==> config.mk <==
export PLATFORM = sky130hd
export DESIGN_NAME = alu_serie_seq
export DESIGN_NICKNAME = d
export VERILOG_FILES = /design/src/rtl/alu_serie_seq.sv
export SDC_FILE = /design/constraint.sdc
export NUM_CORES = 1
export LEC_CHECK = 0
export CORE_UTILIZATION = 50
export CTS_CLUSTER_SIZE = 25
export DETAILED_ROUTE_END_ITERATION = 10
export PLACE_DENSITY = 0.82
export SETUP_SLACK_MARGIN = 0.1
export SYNTH_ARGS = -nofsm -noshare
export SYNTH_HDL_FRONTEND = slang
export SYNTH_SLANG_ARGS = --single-unit
==> constraint.sdc <==
create_clock -name clk -period 1.96 [get_ports clk]
set_clock_uncertainty 0.2 [all_clocks]
set_input_delay 0.294 -clock clk [delete_from_list [all_inputs] [get_ports clk]]
set_output_delay 0.294 -clock clk [all_outputs]
set_load 0.03 [all_outputs]
==> src/rtl/alu_serie_seq.sv <==
// -----------------------------------------------------------------------------
// alu_serie_seq -- bit-serial N-bit ALU sequencer around a single 1-bit cal cell
//
// One operand bit pair is fed through the cal cell per cycle, LSB first. An
// N-bit result takes N+2 cycles from the accepted start to the return to IDLE.
//
// Cal cell logic-op select (s, used when arit = 0):
//   00 AND   01 OR   10 XOR   11 NOT a
// With arit = 1 the cell is a full adder. c_out is always the adder carry.
//
// Ports (alu_serie_seq):
//   clk     in   1  clock, all state on rising edge
//   reset   in   1  synchronous, active-high
//   start   in   1  request pulse, sampled only in IDLE
//   a, b    in   N  operands, captured on accepted start
//   arit    in   1  1 = add, 0 = logic op (captured on start)
//   s       in   2  logic-op select (captured on start)
//   c_in    in   1  carry into bit 0 (captured on start)
//   busy    out  1  high during the N shift cycles
//   done    out  1  one-cycle pulse, result/flags valid
//   result  out  N  assembled result, held until next DONE
//   c_out   out  1  carry out of bit N-1, forced 0 in logic mode
//   zero    out  1  result == 0
// -----------------------------------------------------------------------------

// 1-bit cal cell: logic unit, full adder and output mux.
module alu_serie_cal (
   input  logic       a_i,
   input  logic       b_i,
   input  logic       c_in_i,
   input  logic       arit_i,
   input  logic [1:0] s_i,
   output logic       out_o,
   output logic       c_out_o
);
   logic logic_out;

   always_comb begin
      unique case (s_i)
         2'b00:   logic_out = a_i & b_i;
         2'b01:   logic_out = a_i | b_i;
         2'b10:   logic_out = a_i ^ b_i;
         default: logic_out = ~a_i;
      endcase
   end

   assign out_o   = arit_i ? (a_i ^ b_i ^ c_in_i) : logic_out;
   assign c_out_o = (a_i & b_i) | (c_in_i & (a_i ^ b_i));
endmodule

module alu_serie_seq #(
   parameter int N     = 4,
   parameter int CNT_W = 3
) (
   input  logic         clk,
   input  logic         reset,
   input  logic         start,
   input  logic [N-1:0] a,
   input  logic [N-1:0] b,
   input  logic         arit,
   input  logic [1:0]   s,
   input  logic         c_in,
   output logic         busy,
   output logic         done,
   output logic [N-1:0] result,
   output logic         c_out,
   output logic         zero
);
   typedef enum logic [1:0] {IDLE, SHIFT, DONE} state_e;

   state_e             state_q,  state_d;
   logic [N-1:0]       a_sh_q,   a_sh_d;
   logic [N-1:0]       b_sh_q,   b_sh_d;
   logic [N-1:0]       res_sh_q, res_sh_d;
   logic               carry_q,  carry_d;
   logic               arit_q,   arit_d;
   logic [1:0]         s_q,      s_d;
   logic [CNT_W-1:0]   cnt_q,    cnt_d;
   logic               done_q,   done_d;
   logic [N-1:0]       result_q, result_d;
   logic               c_out_q,  c_out_d;
   logic               zero_q,   zero_d;

   logic cal_out;
   logic cal_c_out;

   alu_serie_cal u_cal (
      .a_i     (a_sh_q[0]),
      .b_i     (b_sh_q[0]),
      .c_in_i  (carry_q),
      .arit_i  (arit_q),
      .s_i     (s_q),
      .out_o   (cal_out),
      .c_out_o (cal_c_out)
   );

   always_comb begin
      // NOTE: every signal written here gets a default first; a path that
      // leaves one unassigned would infer a latch.
      state_d  = state_q;
      a_sh_d   = a_sh_q;
      b_sh_d   = b_sh_q;
      res_sh_d = res_sh_q;
      carry_d  = carry_q;
      arit_d   = arit_q;
      s_d      = s_q;
      cnt_d    = cnt_q;
      done_d   = 1'b0;
      result_d = result_q;
      c_out_d  = c_out_q;
      zero_d   = zero_q;

      unique case (state_q)
         IDLE: begin
            if (start) begin
               a_sh_d   = a;
               b_sh_d   = b;
               arit_d   = arit;
               s_d      = s;
               carry_d  = c_in;
               cnt_d    = '0;
               res_sh_d = '0;
               state_d  = SHIFT;
            end
         end
         SHIFT: begin
            a_sh_d   = a_sh_q >> 1;
            b_sh_d   = b_sh_q >> 1;
            // Result bits enter at the MSB so bit 0 lands at position 0
            // after exactly N shifts.
            res_sh_d = {cal_out, res_sh_q[N-1:1]};
            carry_d  = cal_c_out;
            cnt_d    = cnt_q + CNT_W'(1);
            if (cnt_q == CNT_W'(N - 1)) state_d = DONE;
         end
         DONE: begin
            done_d   = 1'b1;
            result_d = res_sh_q;
            // The carry chain runs in logic mode too; it is only meaningful
            // for additions.
            c_out_d  = carry_q & arit_q;
            zero_d   = ~|res_sh_q;
            state_d  = IDLE;
         end
         default: state_d = IDLE;
      endcase
   end

   // NOTE: sequential state uses non-blocking assignments so every register
   // samples the pre-edge value of the others, independent of statement order.
   always_ff @(posedge clk) begin
      if (reset) begin
         state_q  <= IDLE;
         a_sh_q   <= '0;
         b_sh_q   <= '0;
         res_sh_q <= '0;
         carry_q  <= 1'b0;
         arit_q   <= 1'b0;
         s_q      <= '0;
         cnt_q    <= '0;
         done_q   <= 1'b0;
         result_q <= '0;
         c_out_q  <= 1'b0;
         zero_q   <= 1'b0;
      end else begin
         state_q  <= state_d;
         a_sh_q   <= a_sh_d;
         b_sh_q   <= b_sh_d;
         res_sh_q <= res_sh_d;
         carry_q  <= carry_d;
         arit_q   <= arit_d;
         s_q      <= s_d;
         cnt_q    <= cnt_d;
         done_q   <= done_d;
         result_q <= result_d;
         c_out_q  <= c_out_d;
         zero_q   <= zero_d;
      end
   end

   assign busy   = (state_q == SHIFT);
   assign done   = done_q;
   assign result = result_q;
   assign c_out  = c_out_q;
   assign zero   = zero_q;
endmodule
==> results of run 1 <==
worst min-delay path, cell delays in order (launching register included):
cell,delay [ns]
dfxtp_1,0.33
nand2_1,0.05
a21oi_1,0.05
cell families (layout without fill, tap and decap cells):
group                      after synthesis  in the layout  share of synthesized area (%)
muxes                                    6              6                           4.77
adders and majority gates                5              5                           5.56
AOI/OAI and AO/OA                       27             27                           18.3
buffers and inverters                   15             38                           7.94
DFF                                     28             28                           44.5
and+or+nand+nor                         53             53                           19.0
synthesized netlist by cell type, types with 2 or more instances:
master	instances	area [um2]
dfxtp_1	28	561
nand2_1	21	78.8
nor2_1	18	67.6
a21oi_1	6	30.0
a22oi_1	6	45.0
inv_1	6	22.5
mux2i_1	6	60.1
a311oi_2	4	60.1
ha_1	4	50.1
a311oi_1	3	26.3
buf_4	3	22.5
nand2_2	3	18.8
a211oi_1	2	15.0
clkbuf_1	2	7.51
nor2b_1	2	12.5
nor3_1	2	10.0
metal layers:
metal  routed length (um)  vias up  global-route usage (%)  share of wire, %
met5                    0        -                       0                 0
met4                   33        0                    7.89               1.4
met2                 1200       30                    36.8                50
met1                 1020      483                    24.2                43
met3                  122        4                    2.61               5.1
li1                     -      505                       -                 -
metrics by stage:
stage          util (%)  hold slack (ns)  instance area, um2  total power [uW]  worst slack [ns]
6_report           66.9            0.258                1540              1000             0.164
5_1_grt            66.9            0.283                1540              1060             0.106
4_1_cts            66.2            0.266                1520              1010             0.112
3_5_place_dp       64.9            0.250                1490               784            0.0725
3_3_place_gp       64.9            0.238                1490               776             0.150
2_1_floorplan         -            0.241                1260               734             0.425
power by group:
part           total (uW)  switching [uW]  internal [uW]
Combinational         161            81.1           79.6
Clock                 229             157           72.0
Sequential            612            18.6            593
worst paths after layout:
kind	end	startpoint	cells after the start
min reg2reg	c_out$_SDFFE_PP0P_	c_out$_SDFFE_PP0P_	2
min	c_out$_SDFFE_PP0P_	c_out$_SDFFE_PP0P_	2
max reg2reg	carry_q$_SDFFE_PP0P_	carry_q$_SDFFE_PP0P_	5
max	done	done$_SDFF_PP0_	1
flip-flops by register name, indices dropped and copies added (netlist names):
name,cells
state_q,2
done,1
zero,1
cnt_q,3
s_q,2
res_sh_q,4
b_sh_q,4
a_sh_q,4
carry_q,1
result,4
c_out,1
arit_q,1
cell type report:
type	count	area, um2	share of cell area, %
tap	28	35.0	2.28
multi-input combinational	91	607	39.5
timing repair buffer	28	278	18.1
clock buffer	3	22.5	1.46
sequential	28	562	36.5
inverter	7	33.8	2.20
what timing repair did:
| action | in CTS | in global routing |
|---|---|---|
| setup buffers | 0 | 0 |
| setup endpoints to repair | 1 | 7 |
| gates cloned | 0 | 0 |
| endpoints found under the hold margin | 0 | 0 |
| resized for setup | 2 | 7 |
==> flow_metrics.py, run 1 <==
metrics = {
    "floorplanning": {
        "initial_core_util_pct": 54.8,
        "ios": 23,
        "die_area_um2": 2720,
        "num_rows": 17,
        "fp.dieW_um": 52.2,
        "die_h_um": 52.2,
        "core-area_um2": 2300,
    },
    "setup_path": {
        "critical_path.top_delay_family": "buffers and inverters",
        "cp-end-kind": "output port",
        "critPathMaxStageDelay_ns": 0.66,
        "rrSetupSlack_ns": 0.30,
        "cp_max_fo": 1,
        "critical_path_buf_inv_count": 1,
        "path_cells": "clkdlybuf4s50_1",
        "startpoint_type": "flip-flop",
        "crit_required_ns": 1.47,
        "crit_path_top_delay_cell": "clkdlybuf4s50_1",
        "crit_arrival_ns": 1.30,
        "crit_type": "reg2out",
    },
    "timing": {
        "timing.max_slew.rel_slack_pct": 75.7,
        "hold_viol": 0,
        "period_share_pct": 91.6,
        "min_period_ns": 1.80,
        "worst_pin_slew_ns": 0.363,
        "grt_setup_unrepaired": "no",
        "fmax_mhz": 557,
        "tns_ns": 0,
        "drv_slew": 0,
        "finalSetupViolCount": 0,
    },
    "clock_network": {
        "clk_path_buf_depth": 2,
        "cts.sinks": 28,
        "clk_latency_ns": 0.32,
        "cts_tree": "done",
        "cts-buffers-inserted": 3,
        "cts_root_buf": "clkbuf_4",
        "postCtsHoldBufs": 0,
        "h-tree-depth": 1,
        "clk_pin_slew_ns": 0.13,
    },
    "final_layout": {
        "final_cell_mix": "27 x dfxtp_1, 21 x nand2_1, 18 x nor2_1",
        "finalNonFillerCells": 185,
        "final_common_cell": "dfxtp_1",
        "nets": 179,
        "areaGrowthSynthToFinish_pct": 22.0,
        "diodes": 0,
        "drive_gt1_share_pct": 14.6,
        "fill_cells": 192,
    },
    "logic_synthesis": {
        "synth-seq-cells": 28,
        "netlist_instances": 134,
        "synth-seq-area-share_pct": 44.5,
        "avgSynthCellArea_um2": 9.40,
        "synth_ff_type": "dfxtp_1",
        "syn_area_um2": 1260,
        "ys_warn_count": 0,
        "synth.distinct_cells": 34,
        "synth-edff-count": 0,
        "synthArstFlopShare_pct": 0,
        "synth_fp_nets": 154,
    },
    "run": {
        "cap_violations": 0,
    },
    "route": {
        "first_pass_iters": 5,
        "drt-total-wl_um": 2370,
        "post-route-drc-count": 0,
        "wl_per_cell_um": 12.8,
        "drtIter0Drc": 11,
        "avgViaCountPerCell": 5.52,
        "ant_nets": 0,
        "num_vias": 1022,
    },
    "pwr": {
        "ir_worst_vdd_uv": 385,
        "power.leakage_uw": 0.000671,
        "power.density_nw_per_um2": 651,
    },
    "worst_hold_path": {
        "hp-class": "reg2reg",
    },
    "placement": {
        "dpl.hpwl_um": 1750,
        "place.gp.congestion": 0.691,
        "dp_cells": 182,
        "port_buffers": 22,
    },
    "global_route": {
        "grt_max_degree": 29,
        "grt_pass1_vias": 927,
        "grt_pass1_wl_um": 4030,
        "grt_overflow": 0,
        "antenna_found_initial": 0,
        "grt_usage_pct": 20.3,
    },
    "run_status": {
        "status": "finished clean",
    },
}
Power figures use the tool's default switching activity.
==> inputs of run 2 (changes only) <==
--- a/config.mk
+++ b/config.mk
@@ -5,10 +5,11 @@
 export SDC_FILE = /design/constraint.sdc
 export NUM_CORES = 1
 export LEC_CHECK = 0
+export CAP_MARGIN = 20
 export CORE_UTILIZATION = 50
 export CTS_CLUSTER_SIZE = 25
 export DETAILED_ROUTE_END_ITERATION = 10
-export PLACE_DENSITY = 0.82
+export PLACE_DENSITY = 0.76
 export SETUP_SLACK_MARGIN = 0.1
 export SYNTH_ARGS = -nofsm -noshare
 export SYNTH_HDL_FRONTEND = slang
==> flow_metrics.py, run 2 (synthesis gave the netlist of run 1 again) <==
metrics = {
    "run_status": {
        "status": "finished clean",
    },
    "timing": {
        "hold_viol": 0,
        "grt_setup_unrepaired": "no",
        "worst_pin_slew_ns": 0.491,
        "min_period_ns": 1.80,
        "drv_slew": 0,
        "finalSetupViolCount": 0,
        "tns_ns": 0,
        "timing.max_slew.rel_slack_pct": 67.2,
        "period_share_pct": 91.9,
        "fmax_mhz": 555,
        "setup_slack_ns": 0.158,
    },
    "route": {
        "ant_nets": 0,
        "drt-total-wl_um": 2380,
        "first_pass_iters": 4,
        "post-route-drc-count": 0,
        "num_vias": 996,
        "avgViaCountPerCell": 5.35,
        "drtIter0Drc": 24,
        "wl_per_cell_um": 12.8,
    },
    "pwr": {
        "p_comb_share_pct": 15.1,
        "p_int_uw": 787,
        "clkPwrFrac_pct": 26.4,
        "ir_worst_vdd_uv": 434,
        "power.leakage_uw": 0.000664,
        "swShare_pct": 25.1,
        "power.density_nw_per_um2": 678,
        "switchingPower_uw": 264,
        "power_frac_seq_pct": 58.5,
    },
    "final_layout": {
        "areaGrowthSynthToFinish_pct": 22.9,
        "drive_gt1_share_pct": 15.8,
        "nets": 179,
        "diodes": 0,
        "fill_cells": 199,
        "final_common_cell": "dfxtp_1",
        "postLayoutCellArea_um2": 1550,
        "final_cell_mix": "26 x dfxtp_1, 21 x nand2_1, 18 x nor2_1",
    },
    "setup_path": {
        "cp_max_fo": 1,
        "crit_type": "reg2out",
        "startpoint_type": "flip-flop",
        "crit_arrival_ns": 1.31,
        "cp-end-kind": "output port",
        "r2r_end": "res_sh_q[3]$_SDFFE_PP0P_",
        "reg2regPathDepth": 5,
        "r2r-start": "a_sh_q[0]$_SDFFE_PP0P_",
        "rrSetupSlack_ns": 0.28,
        "critical_path.top_delay_family": "buffers and inverters",
        "crit_path_top_delay_cell": "clkdlybuf4s50_1",
        "critical_path_buf_inv_count": 1,
        "critPathMaxStageDelay_ns": 0.65,
        "path_cells": "clkdlybuf4s50_1",
        "crit_required_ns": 1.47,
    },
    "placement": {
        "pre_cts_ws_ns": 0.0649,
        "dpl.hpwl_um": 1690,
        "place.gp.congestion": 0.738,
        "placedInstanceArea_um2": 1490,
        "port_buffers": 22,
    },
    "global_route": {
        "grt_max_degree": 29,
        "grt_usage_pct": 20.1,
        "antenna_found_initial": 0,
        "grt_pass1_wl_um": 4010,
        "grt_pass1_vias": 944,
        "grt_overflow": 0,
    },
    "clock_network": {
        "postCtsHoldBufs": 0,
        "cts_root_buf": "clkbuf_4",
        "clk_pin_slew_ns": 0.14,
        "cts_setup_buffers": 0,
        "cts.sinks": 28,
        "cts_tree": "done",
        "cts-buffers-inserted": 3,
        "clk_path_buf_depth": 2,
        "clk_latency_ns": 0.32,
        "h-tree-depth": 1,
    },
    "worst_hold_path": {
        "hp-class": "reg2reg",
        "min_from": "zero$_SDFFE_PP0P_",
        "whs_endpoint": "zero$_SDFFE_PP0P_",
        "holdPathStages": 2,
    },
    "floorplanning": {
        "ios": 23,
        "num_rows": 17,
        "fp.dieW_um": 52.2,
        "core-area_um2": 2300,
        "die_area_um2": 2720,
        "die_h_um": 52.2,
        "initial_core_util_pct": 54.8,
    },
    "run": {
        "cap_violations": 0,
    },
}
==> run 2: metrics by stage <==
step	total power [uW]	hold WS, ns	instances	util (%)
after detailed placement	785	0.246	182	64.9
after floorplan	734	0.241	134	-
after CTS	1060	0.263	186	66.8
after global routing	1100	0.281	186	67.4
after global placement	778	0.241	182	64.9
final	1050	0.261	186	67.4
==> run 2: repair_timing <==
action	CTS	global route
endpoints found under the setup margin	2	6
pin swaps	0	0
gates resized for setup	4	6
==> run 2: cell type report <==
type / count / area [um2] / share of cell area (%)
well taps: 28 / 35.0 / 2.26
clock buffers: 4 / 36.3 / 2.34
repair buffers: 28 / 274 / 17.7
inverters: 7 / 33.8 / 2.18
flip-flops and latches: 28 / 563 / 36.3
multi-input cells: 91 / 607 / 39.2
==> run 2: power by group through the flow <==
stage | logic (uW) | clock network (uW) | registers [uW]
finish | 159 | 277 | 615
global route | 177 | 303 | 619
CTS | 160 | 287 | 615
detailed placement | 158 | 0 | 627
global placement | 153 | 0 | 625
floorplan | 115 | 0 | 619
==> run 2: routing by layer <==
metal	up-vias	part of all wire, %	global-route usage (%)
met1	466	46	23.9
met5	-	0	0
met2	22	49	35.7
li1	504	-	-
met4	0	1.6	9.21
met3	4	3.2	2.61
==> run 2: worst max path at each step <==
stage          cells past startpoint                        to                    from
6_report                           1                      done         done$_SDFF_PP0_
5_1_grt                            1                      done         done$_SDFF_PP0_
4_1_cts                            1                     c_out      c_out$_SDFFE_PP0P_
3_5_place_dp                       4    a_sh_q[2]$_SDFFE_PP0P_                   start
3_3_place_gp                       4    b_sh_q[0]$_SDFFE_PP0P_                   start
2_1_floorplan                      5  res_sh_q[3]$_SDFFE_PP0P_  a_sh_q[0]$_SDFFE_PP0P_
